==> config.mk <==
export PLATFORM = sky130hd
export DESIGN_NAME = wb_arbiter
export DESIGN_NICKNAME = d
export VERILOG_FILES = /design/src/rtl/wb_arbiter.sv
export SDC_FILE = /design/constraint.sdc
export NUM_CORES = 1
export LEC_CHECK = 0
export ABC_AREA = 0
export CORE_MARGIN = 1.5
export CORE_UTILIZATION = 30
export CTS_CLUSTER_DIAMETER = 200
export CTS_CLUSTER_SIZE = 30
export DETAILED_ROUTE_END_ITERATION = 7
export PLACE_DENSITY = 0.77
export SETUP_SLACK_MARGIN = 0.02
export SLEW_MARGIN = 20
export SYNTH_ARGS = -nofsm -noshare
export SYNTH_HDL_FRONTEND = slang
export SYNTH_SLANG_ARGS = --single-unit
==> constraint.sdc <==
create_clock -name clk -period 3.8 [get_ports clk]
set_input_delay 0.76 -clock clk [delete_from_list [all_inputs] [get_ports clk]]
set_output_delay 0.76 -clock clk [all_outputs]
set_load 0.01 [all_outputs]
==> src/rtl/wb_arbiter.sv <==
// Writeback arbiter: round-robin share of the reg_file write port among ALU/LSU/MUL, plus RAW scoreboard.
// Grant to w_en is 1 cycle and the arbiter never stalls; WB_BYPASS_EN clears busy at grant and exposes forwarding.
`ifndef WORDSZ
`define WORDSZ 32
`endif
`ifndef REGADDRSZ
`define REGADDRSZ 5
`endif
`ifndef NREGS
`define NREGS 32
`endif

module wb_arbiter #(
  parameter int WORDSZ    = `WORDSZ,
  parameter int REGADDRSZ = `REGADDRSZ,
  parameter int NREGS     = `NREGS
) (
  input  logic                   clk,
  input  logic                   reset,
  input  logic [2:0]             req_valid,
  input  logic [3*REGADDRSZ-1:0] req_rd,
  input  logic [3*WORDSZ-1:0]    req_val,
  output logic [2:0]             req_ready,
  output logic                   w_en,
  output logic [REGADDRSZ-1:0]   rd_addr,
  output logic [WORDSZ-1:0]      rd_val,
  input  logic                   iss_valid,
  input  logic [REGADDRSZ-1:0]   iss_rd,
  input  logic [REGADDRSZ-1:0]   rs1_addr,
  input  logic [REGADDRSZ-1:0]   rs2_addr,
  output logic                   rs1_busy,
  output logic                   rs2_busy,
  output logic [NREGS-1:0]       busy_vec,
  output logic                   rs1_fwd,
  output logic                   rs2_fwd,
  output logic [WORDSZ-1:0]      rs1_fwd_val,
  output logic [WORDSZ-1:0]      rs2_fwd_val
);

  logic [1:0]           r_ptr;
  logic [NREGS-1:0]     r_busy;

  logic [1:0]           w_p1;
  logic [1:0]           w_p2;
  logic                 w_gnt_any;
  logic [1:0]           w_gnt_idx;
  logic [1:0]           w_ptr_nxt;
  logic [REGADDRSZ-1:0] w_gnt_rd;
  logic [WORDSZ-1:0]    w_gnt_val;
  logic [NREGS-1:0]     w_set_mask;
  logic [NREGS-1:0]     w_clr_mask;
  logic [NREGS-1:0]     w_busy_nxt;

  assign w_p1 = (r_ptr == 2'd2) ? 2'd0 : r_ptr + 2'd1;
  assign w_p2 = (r_ptr == 2'd0) ? 2'd2 : r_ptr - 2'd1;

  always_comb begin
    w_gnt_any = 1'b1;
    w_gnt_idx = r_ptr;
    if (req_valid[r_ptr])      w_gnt_idx = r_ptr;
    else if (req_valid[w_p1])  w_gnt_idx = w_p1;
    else if (req_valid[w_p2])  w_gnt_idx = w_p2;
    else                       w_gnt_any = 1'b0;
  end

  assign w_ptr_nxt = (w_gnt_idx == 2'd2) ? 2'd0 : w_gnt_idx + 2'd1;

  // A requester must not see a grant while reset is held, or its write would be lost.
  assign req_ready = (w_gnt_any && reset) ? (3'b001 << w_gnt_idx) : 3'b000;

  always_comb begin
    w_gnt_rd  = req_rd[REGADDRSZ-1:0];
    w_gnt_val = req_val[WORDSZ-1:0];
    case (w_gnt_idx)
      2'd1: begin
        w_gnt_rd  = req_rd[2*REGADDRSZ-1:REGADDRSZ];
        w_gnt_val = req_val[2*WORDSZ-1:WORDSZ];
      end
      2'd2: begin
        w_gnt_rd  = req_rd[3*REGADDRSZ-1:2*REGADDRSZ];
        w_gnt_val = req_val[3*WORDSZ-1:2*WORDSZ];
      end
      default: ;
    endcase
  end

  always_ff @(posedge clk or negedge reset) begin
    if (!reset) begin
      r_ptr   <= 2'd0;
      w_en    <= 1'b0;
      rd_addr <= '0;
      rd_val  <= '0;
    end else begin
      w_en <= w_gnt_any && (w_gnt_rd != '0);
      if (w_gnt_any) begin
        r_ptr   <= w_ptr_nxt;
        rd_addr <= w_gnt_rd;
        rd_val  <= w_gnt_val;
      end
    end
  end

  always_comb begin
    w_set_mask = '0;
    w_clr_mask = '0;
`ifdef WB_BYPASS_EN
    if (w_gnt_any) w_clr_mask[w_gnt_rd] = 1'b1;
`else
    if (w_en) w_clr_mask[rd_addr] = 1'b1;
`endif
    if (iss_valid && (iss_rd != '0)) w_set_mask[iss_rd] = 1'b1;
    // Set is applied after clear: the clear belongs to an older instruction.
    w_busy_nxt    = (r_busy & ~w_clr_mask) | w_set_mask;
    w_busy_nxt[0] = 1'b0;
  end

  always_ff @(posedge clk or negedge reset) begin
    if (!reset) r_busy <= '0;
    else        r_busy <= w_busy_nxt;
  end

  assign busy_vec = r_busy;
  assign rs1_busy = r_busy[rs1_addr];
  assign rs2_busy = r_busy[rs2_addr];

`ifdef WB_BYPASS_EN
  assign rs1_fwd     = w_en && (rd_addr == rs1_addr) && (rs1_addr != '0);
  assign rs2_fwd     = w_en && (rd_addr == rs2_addr) && (rs2_addr != '0);
  assign rs1_fwd_val = rd_val;
  assign rs2_fwd_val = rd_val;
`else
  assign rs1_fwd     = 1'b0;
  assign rs2_fwd     = 1'b0;
  assign rs1_fwd_val = '0;
  assign rs2_fwd_val = '0;
`endif

endmodule

==> summary.txt, run 1 <==
Timing
  – Post-Route Setup TNS: 0 ns
  – Number of setup violations in the final report: 0
  – Final hold violation count: 0
  – Top achievable clock speed: between 200 and 300 MHz
  – Min Clock Period, post-route: around 3.7 ns
  – RSZ-0062 raised after global routing: no
  – Worst Clk Skew: ~0.0081 ns
  – Pins over their slew limit: 0
  – Crit share post-route: just under 100%

Clock network
  – Hold-fix buffers, CTS: 0
  – Root cell of the clock tree: clkbuf_16
  – Register clock-pin slew on the reported worst setup and hold paths: 0.06 ns
  – Insertion delay to the later sink of the worst-skew pair: between 0.3 and 0.4 ns
  – CTS tree: built
  – Number of CTS-inserted buffers: 9
  – Total clock sinks: 71
  – Maximum number of buffers from clock root to sink: 2
  – Number of levels in the clock H-tree: 3

Die
  – Die span in x: about 130 µm
  – Floorplan die area: 17000 µm²
  – Number of top-level pins: ~270
  – Initial standard-cell utilization of the core: 30.7%
  – Chip Height: between 100 and 150 µm
  – Total number of placement rows: 46
  – Placeable core region: around 16000 µm²

Critical path
  – Length in cells of the worst reg-to-reg path: 14
  – Arr. time, crit path: approximately 3.0 ns
  – Worst R2R Setup Slack: between 0.6 and 0.7 ns
  – Kind of capture point of the worst setup path: primary output
  – Critical Path, Cell by Cell: clkdlybuf4s50_1 -> mux4_1 -> mux2i_1 -> nor3b_1 -> or3_1 -> clkdlybuf4s50_1
  – Cell with the most instances on the worst path: clkdlybuf4s50_1
  – Nature of the critical path startpoint: input pin
  – Crit path kind: input pin to primary output
  – Launch point of the worst reg-to-reg path: r_ptr[1]$_DFFE_PN0N_
  – Worst path max stage delay: 0.57 ns
  – Critical R2R Capture: w_en$_DFF_PN0_
  – Required arrival time at the worst endpoint: about 3 ns
  – Crit-path max FO: 4
  – Worst path slowest cell: clkdlybuf4s50_1

Synthesis
  – Cell taking the most area after synthesis: dfrtp_1
  – Ranking of synthesized cells by area: dfrtp_1, o21ai_0, buf_4
  – Top-count cell post-synth: o21ai_0
  – Fraction of the yosys area taken by sequential cells: a little over a third
  – Async set-reset flop share out of synthesis: between 90% and 100%
  – Cell area after synthesis: 4880 µm²
  – Warnings from Yosys: 0
  – Top flip-flop cell by instance count after synthesis: dfrtp_1
  – Number of storage elements in the synthesis netlist: 71
  – Count of flip-flops with a built-in enable after synthesis: 0
  – Commonest cells post-synth: o21ai_0, nand2_1, dfrtp_1, buf_4, a22oi_1
  – Area share of the leading cell type in the synthesized netlist: roughly 36%
  – Number of distinct library cells after synthesis: 38
  – Syn Inst Count: between 500 and 600
  – Average instance area after synthesis: around 9 µm²

Routing
  – Via count: 4693
  – Remaining routing DRC violations: 0
  – Antenna-violating nets left: 0
  – Number of iterations in the first detailed-routing pass: 5
  – Avg WL per Cell: about 16 µm
  – Final routed wirelength across all metal layers: about 16000 µm
  – DR vias/cell: between 4 and 5
  – Drt first-iter violations: 237

Placed design
  – RD Place Congestion: about 0.85
  – IO buf count: between 200 and 250
  – Detailed-placement wirelength estimate: 12000 µm

Run
  – Count of max-cap constraint violations: 0

Power and ir drop
  – Clock power share: roughly an eighth
  – Maximum resistive drop on vdd: ~0.00063 V
  – Switching part of the total power: about 45%
  – Internal Power: around 3.9 mW
  – Sequential cell fraction of total power: a little under a quarter
  – Combinational fraction of design power: 65.0%
  – Switching power total: 3.12 mW
  – Leakage power figure: a little over 3 nW
  – Total power per unit cell area: a little under 1000 nW/µm²

Final layout
  – Net total in the final layout: roughly 900
  – Post-Route Utilization: 45.8%
  – Antenna cells: 0
  – Fraction of layout instances using a drive strength above 1: around 8.6%
  – Layout overhead on the synthesized area: 49.1%
  – Fillers: roughly 1600

Global routing
  – Largest net degree at the start of global routing: 41
  – Number of antenna violations at the first check in global routing: 0
  – Total Routing Usage GR: between 10% and 20%
  – Number of global-route vias before repair: about 4400
  – Total congestion overflow: 0
  – First-pass GRT wire length: 24000 µm

Outcome
  – Outcome: finished clean

Hold path
  – Worst hold path type: input pin to asynchronous set/reset pin
-- how the worst max path moves through the flow --
stage,start,depth (start not counted),to
CTS,req_valid[2],10,req_ready[1]
floorplan,r_ptr[1]$_DFFE_PN0N_,11,req_ready[1]
global placement,req_valid[2],10,req_ready[1]
detailed placement,req_valid[2],10,req_ready[1]
finish,rs1_addr[0],6,rs1_busy
global route,rs1_addr[0],6,rs1_busy
-- cells in the final DEF, fill, tap and decap left out, types with 4 or more instances in the layout --
| cell type | count |
|---|---|
| clkbuf_16 | 9 |
| dfrtp_1 | 69 |
| clkdlybuf4s50_1 | 197 |
| buf_4 | 28 |
| o21ai_1 | 10 |
| ha_1 | 5 |
| conb_1 | 67 |
| nand2_1 | 72 |
| a21oi_1 | 14 |
| mux4_1 | 6 |
| or3_1 | 4 |
| mux2_4 | 6 |
| a22oi_1 | 41 |
| nand2b_1 | 5 |
| nor2_1 | 12 |
| nor2b_1 | 6 |
| nand3b_1 | 10 |
| o21ai_0 | 122 |
| or3b_2 | 6 |
| nand3_1 | 10 |
| inv_1 | 4 |
| dlymetal6s2s_1 | 5 |
| mux2i_1 | 22 |
-- metrics by stage --
step / hold slack, ns / power, mW / instance area [µm²] / setup slack, ns / std cells
floorplan: 0.464 / 4.38 / 5130 / 0.287 / 616
global placement: 0.462 / 6.10 / 6950 / -0.151 / 965
detailed placement: 0.471 / 6.22 / 6950 / -0.138 / 965
CTS: 0.240 / 7.07 / 7240 / -0.0808 / 981
global route: 0.245 / 7.69 / 7270 / 0.0210 / 982
finish: 0.255 / 7.00 / 7270 / 0.0636 / 982
-- worst max-delay path, delay by kind of cell --
family | cells | cell delay, ns
buf+inv | 2 | 1.05
mux | 2 | 0.74
simple gates | 2 | 0.43
-- repair_timing --
action / 4_1_cts / 5_1_grt
pin swaps: 0 / 2
setup buffers: 0 / 1
hold endpoints to repair: 0 / 0
endpoints found under the setup margin: 3 / 4
resized for setup: 4 / 9
-- logic make-up after synthesis --
kind of cell	after synthesis	share of synthesized area [%]
adders and majority gates	8	2.05
other	1	0.0769
buffers and inverters	102	14.6
muxes	37	10.4
and+or+nand+nor	137	14.0
DFF	71	36.4
AOI/OAI and AO/OA	194	22.5
-- routing by layer --
layer | global-route usage (%) | wire, µm | part of all wire [%] | up-vias
li1 | - | - | - | 2266
met1 | 22.8 | 6580 | 42 | 2212
met2 | 30.9 | 7550 | 48 | 207
met3 | 5.82 | 1460 | 9.3 | 8
met4 | 5.56 | 150 | 0.95 | 0
met5 | 0 | 0 | 0 | -
-- layout make-up --
type	count	area [µm²]	area share, %
Clock buffer	10	229	3.15
Clock inverter	6	61.3	0.843
Inverter	4	15.0	0.206
Multi-Input combinational cell	443	2660	36.5
Sequential cell	71	1780	24.5
Tap cell	216	270	3.72
Timing Repair Buffer	232	2260	31.1
-- power by group through the flow --
stage                     Combinational, mW  Clock, mW  Sequential, mW
after CTS                              4.60      0.855            1.61
after detailed placement               4.60          0            1.62
final                                  4.55      0.826            1.62
after global routing                   5.12      0.894            1.67
after floorplan                        2.72          0            1.66
after global placement                 4.49          0            1.61
-- sequential cells by signal, indices dropped and copies added, names as in the netlist --
| register | flops |
|---|---|
| rd_val | 32 |
| r_ptr | 2 |
| rd_addr | 5 |
| busy_vec | 31 |
| w_en | 1 |
(Power assumes the default switching activity.)
==> inputs of run 2 (changes only) <==
- CORE_ASPECT_RATIO: unset -> 0.8
==> run 2 against run 1 <==
Clock power rose by 2.9%. Critical path depth rose by 3. Final area barely moved. Clock skew fell by 0.0030 ns. Flip-flop and latch count did not move. Via count rose by 1.1%. Non-clock buffer count fell by 3. Sequential power barely moved. Clock-buffer cell count rose by 1. Critical path type unchanged. Critical endpoint is now req_ready[1].
==> summary.txt, run 2 (synthesis gave the netlist of run 1 again) <==
Outcome
  – Outcome: finished clean

Timing
  – Post-Route Setup TNS: 0 ns
  – Min Clock Period, post-route: roughly 3.7 ns
  – Hold slack: roughly 0.3 ns
  – Least-Margin Pin Slew: ~0.7 ns
  – RSZ-0062 raised after global routing: yes
  – Pins over their slew limit: 0
  – Worst Clk Skew: between 0.005 and 0.006 ns
  – Tightest slew margin relative to the limit: between 50% and 60%
  – Final hold violation count: 0
  – Number of setup violations in the final report: 0
  – Crit share post-route: a little over nine tenths
  – Top achievable clock speed: 272 MHz

Run
  – Count of max-cap constraint violations: 0

Power and ir drop
  – Total power per unit cell area: 971 nW/µm²
  – Sequential cell fraction of total power: between 20% and 30%
  – Internal Power: 3.95 mW
  – Clock power share: a little under an eighth
  – Combinational fraction of design power: roughly two thirds
  – Switching part of the total power: ~44%
  – Switching power total: 3.12 mW
  – Leakage power figure: around 3 nW
  – Overall power after layout: between 7 and 8 mW
  – Maximum resistive drop on vdd: about 0.00057 V

Routing
  – Number of iterations in the first detailed-routing pass: 4
  – Antenna-violating nets left: 0
  – Final routed wirelength across all metal layers: between 15000 and 20000 µm
  – Via count: around 4700
  – Avg WL per Cell: around 16 µm
  – DR vias/cell: around 4.8
  – Drt first-iter violations: roughly 290
  – Remaining routing DRC violations: 0

Die
  – Chip Height: roughly 120 µm
  – Placeable core region: ~16000 µm²
  – Initial standard-cell utilization of the core: 30.8%
  – Floorplan die area: roughly 17000 µm²
  – Die span in x: between 100 and 150 µm
  – Total number of placement rows: 41
  – Number of top-level pins: about 270

Final layout
  – Antenna cells: 0
  – Fillers: roughly 1500
  – Most common library cell in the layout ignoring fill and taps: clkdlybuf4s50_1
  – Fraction of layout instances using a drive strength above 1: approximately 8%
  – Non-filler instance count after layout: around 980
  – Area taken by multi-input logic gates: around 2700 µm²
  – Area taken by flip-flops and latches: ~1800 µm²
  – Register bank with the most flops: rd_val
  – Layout overhead on the synthesized area: 49.1%
  – Most frequent cells in the layout: clkdlybuf4s50_1, o21ai_0, nand2_1, dfrtp_1, conb_1
  – Number of flip-flops in the largest register: 32
  – Net total in the final layout: around 900

Clock network
  – Root cell of the clock tree: clkbuf_16
  – Setup Fix Bufs, Post-CTS: 0
  – Register clock-pin slew on the reported worst setup and hold paths: 0.06 ns
  – Maximum number of buffers from clock root to sink: 2
  – Number of levels in the clock H-tree: 3
  – CTS tree: built
  – Insertion delay to the later sink of the worst-skew pair: between 0.3 and 0.4 ns
  – Number of CTS-inserted buffers: 9
  – Total clock sinks: between 70 and 80

Critical path
  – Arr. time, crit path: roughly 2.9 ns
  – Critical Path, Cell by Cell: clkdlybuf4s50_1 -> buf_4 -> mux2i_4 -> mux2i_2 -> buf_4 -> nor3b_4 -> buf_4 -> and3b_1 -> buf_4
  – Crit-path max FO: between 40 and 50
  – Required arrival time at the worst endpoint: 3.04 ns
  – CP bufs+invs: 5
  – Crit path kind: input pin to primary output
  – Worst path slowest cell: clkdlybuf4s50_1
  – Count of cell instances traversed by the critical path: 9
  – Cell with the most instances on the worst path: buf_4
  – Worst path max stage delay: ~0.45 ns
  – Kind of capture point of the worst setup path: primary output
  – Crit path max-delay family: buffers and inverters
  – Nature of the critical path startpoint: input pin
  – Length in cells of the worst reg-to-reg path: 15

Placed design
  – IO buf count: a little over 200
  – RD Place Congestion: around 0.85
  – Cell count after placement: around 960
  – Detailed-placement wirelength estimate: around 12000 µm

Global routing
  – Number of antenna violations at the first check in global routing: 0
  – Number of global-route vias before repair: roughly 4500
  – Total Routing Usage GR: roughly a fifth
  – Largest net degree at the start of global routing: 55
  – Total congestion overflow: 0
  – First-pass GRT wire length: 24600 µm

Hold path
  – Worst hold path type: input pin to asynchronous set/reset pin
-- run 2: cell types whose count changed in the layout (fill, tap and decap cells not counted), moves of 2 or more --
cell / change
buf_12: +2
buf_4: -4
dlygate4sd2_1: +2
dlymetal6s2s_1: -2
ha_1: +2
ha_2: -2
mux2i_2: -2
-- run 2: cell type report --
type                    count  area share (%)
multi-input cells         443            36.5
repair buffers            229            31.0
flip-flops and latches     71            24.5
well taps                 215            3.70
clock buffers              11            3.34
clock inverters             5           0.791
inverters                   4           0.206
-- run 2: through the flow --
stage / worst slack [ns] / util, % / cell area [µm²]
after global placement: -0.0592 / 43.9 / 6950
after global routing: 0.00698 / 45.9 / 7270
after CTS: 0.0732 / 45.8 / 7260
final: 0.128 / 45.9 / 7270
after floorplan: 0.287 / - / 5130
after detailed placement: -0.123 / 43.9 / 6950
-- run 2: worst paths after layout --
path / end / slack, ns / from
setup / recovery: req_ready[1] / 0.13 / req_valid[0]
hold / removal: rd_val[13]$_DFFE_PN0N_ / 0.31 / reset
setup reg to reg: w_en$_DFF_PN0_ / 0.60 / r_ptr[0]$_DFFE_PN0N_
hold reg to reg: rd_val[5]$_DFFE_PN0N_ / 0.48 / rd_val[5]$_DFFE_PN0N_
max in group asynchronous: r_ptr[0]$_DFFE_PN0N_ / 2.49 / reset
min in group clk: rd_val[5]$_DFFE_PN0N_ / 0.48 / rd_val[5]$_DFFE_PN0N_
-- run 2: routing by layer --
layer / track usage [%] / part of all wire [%]
met3: 7.36 / 10
met4: 4.83 / 1.3
met2: 29.7 / 46
met5: 0 / 0
met1: 23.7 / 42
-- run 2: power groups by stage --
| stage | Sequential [mW] | Combinational (mW) | Clock (mW) |
|---|---|---|---|
| after floorplan | 1.66 | 2.72 | 0 |
| after global placement | 1.61 | 4.54 | 0 |
| after detailed placement | 1.62 | 4.65 | 0 |
| after CTS | 1.62 | 4.63 | 0.877 |
| after global routing | 1.69 | 5.20 | 0.914 |
| final | 1.62 | 4.59 | 0.850 |
-- run 2: what timing repair did --
action,in CTS,in global routing
gates cloned,0,0
endpoints found under the setup margin,3,4
gates resized for setup,6,5
hold endpoints to repair,0,0
hold buffers,0,0
